==> config.mk <==
export PLATFORM = sky130hd
export DESIGN_NAME = ex_stage
export DESIGN_NICKNAME = d
export VERILOG_FILES = /design/src/rtl/riscv_pkg.sv /design/src/rtl/alu.sv /design/src/rtl/ex_stage.sv
export SDC_FILE = /design/constraint.sdc
export NUM_CORES = 1
export LEC_CHECK = 0
export CORE_MARGIN = 3
export CORE_UTILIZATION = 40
export CTS_CLUSTER_DIAMETER = 80
export DETAILED_ROUTE_END_ITERATION = 8
export GPL_TIMING_DRIVEN = 0
export PLACE_DENSITY = 0.8
export SLEW_MARGIN = 20
export SYNTH_ARGS = -nofsm -noshare
export SYNTH_HDL_FRONTEND = slang
export SYNTH_SLANG_ARGS = --single-unit
==> constraint.sdc <==
create_clock -name clk -period 9.45 [get_ports clk]
set_clock_uncertainty 0.2 [all_clocks]
set_input_delay 2.835 -clock clk [delete_from_list [all_inputs] [get_ports clk]]
set_output_delay 2.835 -clock clk [all_outputs]
set_load 0.03 [all_outputs]
==> src/rtl/riscv_pkg.sv <==
// Shared RV32I definitions: default datapath width, ALU operation codes
// and forwarding-mux select codes used by the execute stage.
package riscv_pkg;

  localparam int DEF_XLEN = 32;

  localparam logic [2:0] ALU_ADD = 3'b000;
  localparam logic [2:0] ALU_SUB = 3'b001;
  localparam logic [2:0] ALU_AND = 3'b010;
  localparam logic [2:0] ALU_OR  = 3'b011;
  localparam logic [2:0] ALU_SLT = 3'b101;

  localparam logic [1:0] FWD_RF  = 2'b00;
  localparam logic [1:0] FWD_WB  = 2'b01;
  localparam logic [1:0] FWD_MEM = 2'b10;

endpackage

==> src/rtl/alu.sv <==
// Combinational RV32I ALU: add/sub/and/or/slt, modulo 2^XLEN.
// Unknown operation codes fall back to add. zero flags an all-zero result.
module alu
  import riscv_pkg::*;
#(
  parameter int XLEN = DEF_XLEN
) (
  input  logic [XLEN-1:0] a,
  input  logic [XLEN-1:0] b,
  input  logic [2:0]      alu_cntrl,
  output logic [XLEN-1:0] result,
  output logic            zero
);

  logic signed [XLEN-1:0] a_s;
  logic signed [XLEN-1:0] b_s;

  assign a_s = a;
  assign b_s = b;

  // Operation select; slt is a signed compare zero-extended to XLEN
  always_comb begin
    result = a + b;
    case (alu_cntrl)
      ALU_SUB: result = a - b;
      ALU_AND: result = a & b;
      ALU_OR:  result = a | b;
      ALU_SLT: result = {{(XLEN-1){1'b0}}, (a_s < b_s)};
      default: result = a + b;
    endcase
  end

  assign zero = (result == '0);

endmodule

==> src/rtl/ex_stage.sv <==
// RV32I execute stage: operand forwarding, ALU, branch decision and the
// EX/MEM pipeline register with a valid/ready handshake toward MEM.
// Optional feature macro: EX_FORWARD_EN builds the fwd_a_sel/fwd_b_sel
// operand muxes; without it operands come straight from the register file
// and the forwarding ports are present but ignored.
module ex_stage
  import riscv_pkg::*;
#(
  parameter int XLEN   = DEF_XLEN,
  parameter int REG_AW = 5
) (
  input  logic              clk,
  input  logic              rst_n,
  input  logic              id_valid,
  output logic              id_ready,
  input  logic [XLEN-1:0]   rs1_data,
  input  logic [XLEN-1:0]   rs2_data,
  input  logic [XLEN-1:0]   imm,
  input  logic [XLEN-1:0]   pc,
  input  logic              alu_src,
  input  logic [2:0]        alu_cntrl,
  input  logic [REG_AW-1:0] rd,
  input  logic              reg_write,
  input  logic              mem_write,
  input  logic              branch,
  input  logic [1:0]        result_src,
  input  logic [1:0]        fwd_a_sel,
  input  logic [1:0]        fwd_b_sel,
  input  logic [XLEN-1:0]   mem_result,
  input  logic [XLEN-1:0]   wb_result,
  input  logic              flush,
  input  logic              mem_ready,
  output logic              ex_valid,
  output logic [XLEN-1:0]   ex_alu_result,
  output logic [XLEN-1:0]   ex_write_data,
  output logic [REG_AW-1:0] ex_rd,
  output logic              ex_reg_write,
  output logic              ex_mem_write,
  output logic [1:0]        ex_result_src,
  output logic              pc_src,
  output logic [XLEN-1:0]   pc_target
);

  logic [XLEN-1:0] fwd_a_p0;
  logic [XLEN-1:0] fwd_b_p0;
  logic [XLEN-1:0] op_b_p0;
  logic [XLEN-1:0] alu_result_p0;
  logic            zero_p0;
  logic            take_p0;

`ifdef EX_FORWARD_EN
  // Operand A forwarding mux; the reserved code reads the register file
  always_comb begin
    case (fwd_a_sel)
      FWD_WB:  fwd_a_p0 = wb_result;
      FWD_MEM: fwd_a_p0 = mem_result;
      default: fwd_a_p0 = rs1_data;
    endcase
  end

  // Operand B / store-data forwarding mux
  always_comb begin
    case (fwd_b_sel)
      FWD_WB:  fwd_b_p0 = wb_result;
      FWD_MEM: fwd_b_p0 = mem_result;
      default: fwd_b_p0 = rs2_data;
    endcase
  end
`else
  logic unused_fwd;

  assign fwd_a_p0   = rs1_data;
  assign fwd_b_p0   = rs2_data;
  assign unused_fwd = ^{fwd_a_sel, fwd_b_sel, mem_result, wb_result};
`endif

  assign op_b_p0 = alu_src ? imm : fwd_b_p0;

  alu #(.XLEN(XLEN)) u_alu (
    .a         (fwd_a_p0),
    .b         (op_b_p0),
    .alu_cntrl (alu_cntrl),
    .result    (alu_result_p0),
    .zero      (zero_p0)
  );

  // A stall only ever comes from MEM refusing a valid EX/MEM entry
  assign id_ready  = !ex_valid || mem_ready;
  assign take_p0   = id_valid && !flush;
  assign pc_src    = branch && zero_p0 && take_p0 && id_ready;
  assign pc_target = pc + imm;

  // ---- EX/MEM boundary ----
  // Load on id_ready, hold on stall; write enables are qualified so an
  // invalid entry can never commit a register or memory write
  always_ff @(posedge clk or negedge rst_n) begin
    if (!rst_n) begin
      ex_valid      <= 1'b0;
      ex_alu_result <= '0;
      ex_write_data <= '0;
      ex_rd         <= '0;
      ex_reg_write  <= 1'b0;
      ex_mem_write  <= 1'b0;
      ex_result_src <= '0;
    end else if (id_ready) begin
      ex_valid      <= take_p0;
      ex_alu_result <= alu_result_p0;
      ex_write_data <= fwd_b_p0;
      ex_rd         <= rd;
      ex_reg_write  <= reg_write && take_p0;
      ex_mem_write  <= mem_write && take_p0;
      ex_result_src <= result_src;
    end
  end

endmodule

Word level (Yosys, flattened, before mapping) --
Cells that the tools add are included.
Cells by class: divide/modulo/power cells 0, bitwise logic cells 2, $lt $le $gt $ge 1, equal/unequal tests 4, multipliers 0, $add $sub $neg 3, mux-type cells 2, shift-type cells 0, reductions and logical operators 10
Operators with widths (number):
- $pmux 32 s4 | 1
- $add 32x32->32 | 2
- $and 32x32->32 | 1
- $logic_not 32->1 | 1
- $lt 32x32->1 | 1
- $mux 32 | 1
- $or 32x32->32 | 1
- $sub 32x32->32 | 1
- $eq 3x2->1 const B | 2
- $logic_and 1x1->1 | 6
- $eq 3x1->1 const B | 1
- $eq 3x3->1 const B | 1
- $logic_not 1->1 | 2
- $logic_or 1x1->1 | 1
Storage, ports and cells: bits of input ports 215, bits in writable memories 0, logic and storage cells 29, output and inout port bits 108, ROM bits 0, bits in registers 74, bits in latches 0, memories 0

Longest topological paths before layout --
depth after elaboration 7, gate-level depth with buffers 18, depth with buffers taken out 16

Hierarchy --
From an unflattened synthesis, not the netlist that was laid out.
Second synthesis, totals: cell total of the unflattened synthesis 1345, area total of the unflattened synthesis 10067.2 um^2
Modules (own cells, without submodules):
- alu | seq. area each 0.0 um^2, instances 1, cells an instance 763, area an instance 5211.2 um^2
- ex_stage | seq. area each 1851.8 um^2, instances 1, cells an instance 582, area an instance 4855.9 um^2

Worst setup path before layout --
OpenSTA, ideal clock, no wires.
path kind input to output, start point in alu_src, end point out pc_src, data required time 6.415 ns, path slack -0.484 ns, path buffers 2, data arrival time 6.899 ns, stages on the path 17, cells stage by stage clkbuf_1 buf_1 mux2i_1 inv_1 ha_1 fa_1 nor2_1 o311a_4 a221oi_2 a311oi_2 a21oi_4 o311ai_1 mux2i_1 nand3_1 a2111oi_0 nand4_1 nor2_1
On the way: cells in the longest elaborated chain, start to end 7, elaborated cells between the ends (all ways) 11, classes of those cells add/sub: 2; order compare: 1; mux: 2; bitwise: 2; reduce/logical: 4
Ends and longest elaborated chain:
- start, declared | line ex_stage.sv:20 | input logic alu_src,
- $mux 32 * | line ex_stage.sv:77 | assign op_b_p0 = alu_src ? imm : fwd_b_p0;
- $add 32x32->32 (tied with other cells) | line alu.sv:29 | default: result = a + b;
- $pmux 32 s4 * | line alu.sv:24 | case (alu_cntrl)
- $logic_not 32->1 * | line alu.sv:33 | assign zero = (result == '0);
- $logic_and 1x1->1 * (3 in a row) | line ex_stage.sv:90 | assign pc_src = branch && zero_p0 && take_p0 && id_ready;
- end, declared | line ex_stage.sv:40 | output logic pc_src,
Mark *: on every way between the ends. The rest lies on a longest branch, timed or not.

Worst setup path after layout --
start point in imm[4], end point out pc_src
On the way: cells in the longest elaborated chain, start to end 7, elaborated cells between the ends (all ways) 11, classes of those cells add/sub: 2; order compare: 1; mux: 2; bitwise: 2; reduce/logical: 4
Ends and longest elaborated chain:
- start, declared | line ex_stage.sv:18 | input logic [XLEN-1:0] imm,
- $mux 32 * | line ex_stage.sv:77
- $add 32x32->32 (tied with other cells) | line alu.sv:29
- $pmux 32 s4 * | line alu.sv:24
- $logic_not 32->1 * | line alu.sv:33
- $logic_and 1x1->1 * (3 in a row) | line ex_stage.sv:90
Marked as above.

==> metrics.txt <==
status complete, but fails checks; failing checks setup timing; max_cap viols 0; Hold WC Path Type register to register; PD cells 131 mW/mm^2; fillcell total 2191; Setup violations, final 1; Core Area 0.0245 mm^2; commonest non-fill, non-tap cell in the layout clkdlybuf4s50_1; CTS tree done; Final Util 60.1%; clock buffer count from CTS 9; commonest non-fill, non-tap cells in the layout clkdlybuf4s50_1 (226), nand2_1 (180), nor2_1 (128); final instance area 0.0147 mm^2; Syn. warnings 0; static leakage 6.65 nW; fin. max-slew vios 0; internal power 1.05 mW; 1st-iter DRT viols 1209; initial core utilization 41.1%; flop2flop setup slack 6.83 ns; critical path type input port to primary output; root buffer cell clkbuf_16; Cells after DPL 1949; number of global-route vias before repair 11100; CP arrival 6.67 ns; first-pass GRT wire length 62000 um; largest net degree at the start of global routing 42; sequential power share 20.3%; drt pass-1 iters 6; pre-CTS setup slack -1.91 ns; placed cell areas 0.0131 mm^2; FF-to-FF path depth 7; highest clock rate 0.103 GHz; Comb power frac 60.0%; EDFF count, synth 0; Clock Latency Late Sink 0.36 ns; DR vias 11700; Critical Path Sink Type primary output; RePlAce Congestion 0.988; sequential area share after synthesis 18.3%; Port Buffers 252; DRC 0; share of layout cells above drive strength 1 14.4%; setup_tns -0.260 ns; synthesized cell area 0.0101 mm^2; crit path from imm[4]; worst setup path end pc_src; Mapped Cells 1372; final hold slack 0.268 ns; max-slew headroom at the worst pin 33.5%; initial antenna violation count 1; FP Rows 57; worst setup margin -0.260 ns; Peak VDD IR 0.0000897 V; Sink Count 74; post-synthesis net count 1719; Crit path required time 6.42 ns; Synth Area per Inst 7.36 um^2; Die Y 165 um; total global-route track usage 29.1%; Clock transition at path regs 0.07 ns; H-tree Lvls 3; RR Endpoint ex_write_data[1]; Worst-Margin Slew 0.997 ns; final cell count without fillers 2010; Max Fanout on Critical Path 7; dpl hpwl 32200 um; Ports 323; Die W 165 um; Final min period 9.71 ns; Layout area overhead 46.1%; RSZ-0062 raised after global routing yes; Cell variety after synth 85; Psw 0.883 mW; nets@finish 2027; Synth async-reset ratio 100%; die area 0.0272 mm^2; Fin. Hold Viols 0; Via density 5.84; Synth Flop Type dfrtp_1; maximum clock path buffer count 2; WL/cell 20.8 um; Worst setup SP type input port; Routed Antenna Nets 0; switching part of the total 45.6%; post-synthesis register bit count 74; fin crit share 103%; Reg2Reg Launch Point ex_valid; Overflow after GRT 0; Clock Power Share 19.7%; Total Wirelength 41800 um; Power Total 1.93 mW
## routing by layer
metal,vias to the layer above,share of wire (%),track usage (%)
met5,-,0,0
li1,5499,-,-
met4,0,2.0,7.17
met1,5548,43,39.8
met3,64,9.0,5.22
met2,627,46,47.4
## power groups by stage
stage / registers [mW] / clock network (mW) / logic [mW]
after floorplan: 0.491 / 0 / 0.528
after global placement: 0.397 / 0 / 1.01
after detailed placement: 0.398 / 0 / 1.02
after CTS: 0.393 / 0.384 / 1.08
after global routing: 0.398 / 0.396 / 1.23
final: 0.392 / 0.382 / 1.16
## what timing repair did
action	in CTS	in global routing
pin swaps	26	30
setup endpoints to repair	11	12
hold buffers	0	0
cloned	1	0
gates resized for setup	138	105
buffers inserted	32	18
## registers in the layout, indices dropped and copies added (netlist names)
name / count
ex_valid: 1
ex_result_src: 2
ex_reg_write: 1
ex_rd: 5
ex_mem_write: 1
ex_write_data: 32
ex_alu_result: 32
## worst max-delay path, stage by stage
cell and delay [ns]:
clkdlybuf4s50_1 0.56, mux2i_4 0.13, ha_1 0.29, or3b_1 0.40, nand4_1 0.12, a21oi_2 0.04, buf_4 0.17, o311a_1 0.35
o211ai_1 0.26, and3_1 0.20, clkbuf_4 0.18, nor4_1 0.08, o21a_1 0.27, o31ai_4 0.26, nand4_1 0.20, nor2_4 0.16
buf_6 0.13
## cells in the mapped netlist, types with 12 or more instances
| cell | number | area share (%) |
|---|---|---|
| dfrtp_1 | 74 | 18 |
| mux2i_1 | 48 | 4.8 |
| nand2b_1 | 15 | 0.93 |
| nor2b_1 | 23 | 1.4 |
| a21oi_1 | 101 | 5.0 |
| buf_2 | 13 | 0.64 |
| o211ai_1 | 12 | 0.89 |
| clkbuf_1 | 45 | 1.7 |
| nand2_1 | 181 | 6.7 |
| nand3_1 | 31 | 1.5 |
| ha_1 | 129 | 16 |
| nor3_1 | 22 | 1.1 |
| a211oi_1 | 19 | 1.4 |
| inv_1 | 125 | 4.6 |
| o21ai_0 | 82 | 4.1 |
| nor2_1 | 132 | 4.9 |
| xnor2_1 | 32 | 2.8 |
| o21bai_1 | 15 | 1.1 |
| a21o_1 | 32 | 2.4 |
| and3_1 | 14 | 0.87 |
## final cells by class
class / instances / area [um^2] / area share, %
diodes: 1 / 2.50 / 0.0170
plain buffers: 62 / 360 / 2.44
clock buffers: 9 / 225 / 1.53
clock inverters: 7 / 86.3 / 0.586
inverters: 126 / 473 / 3.21
multi-input cells: 1104 / 8350 / 56.6
flip-flops and latches: 74 / 1850 / 12.6
well taps: 324 / 405 / 2.75
repair buffers: 303 / 2990 / 20.3
## cells by family (layout without fill, tap and decap cells)
logic type	Yosys count	count (layout)	synth area share, %
simple gates	484	484	22.2
compound gates	403	403	27.3
buf+inv	194	507	7.53
fa+ha+maj	132	132	16.6
flops	74	74	18.3
mux	51	51	5.10
xor+xnor	34	34	2.95
other cells	0	1	0
## worst min path at each step
stage | start | endpoint | slack [ns] | depth (start not counted)
floorplan | ex_rd[0] | ex_rd[0] | 0.45 | 2
global placement | ex_result_src[0] | ex_result_src[0] | 0.25 | 2
detailed placement | ex_rd[4] | ex_rd[4] | 0.26 | 2
CTS | ex_rd[4] | ex_rd[4] | 0.27 | 2
global route | ex_write_data[27] | ex_write_data[27] | 0.30 | 2
finish | ex_rd[4] | ex_rd[4] | 0.27 | 2
No activity file was read; power rests on OpenSTA's default activity.
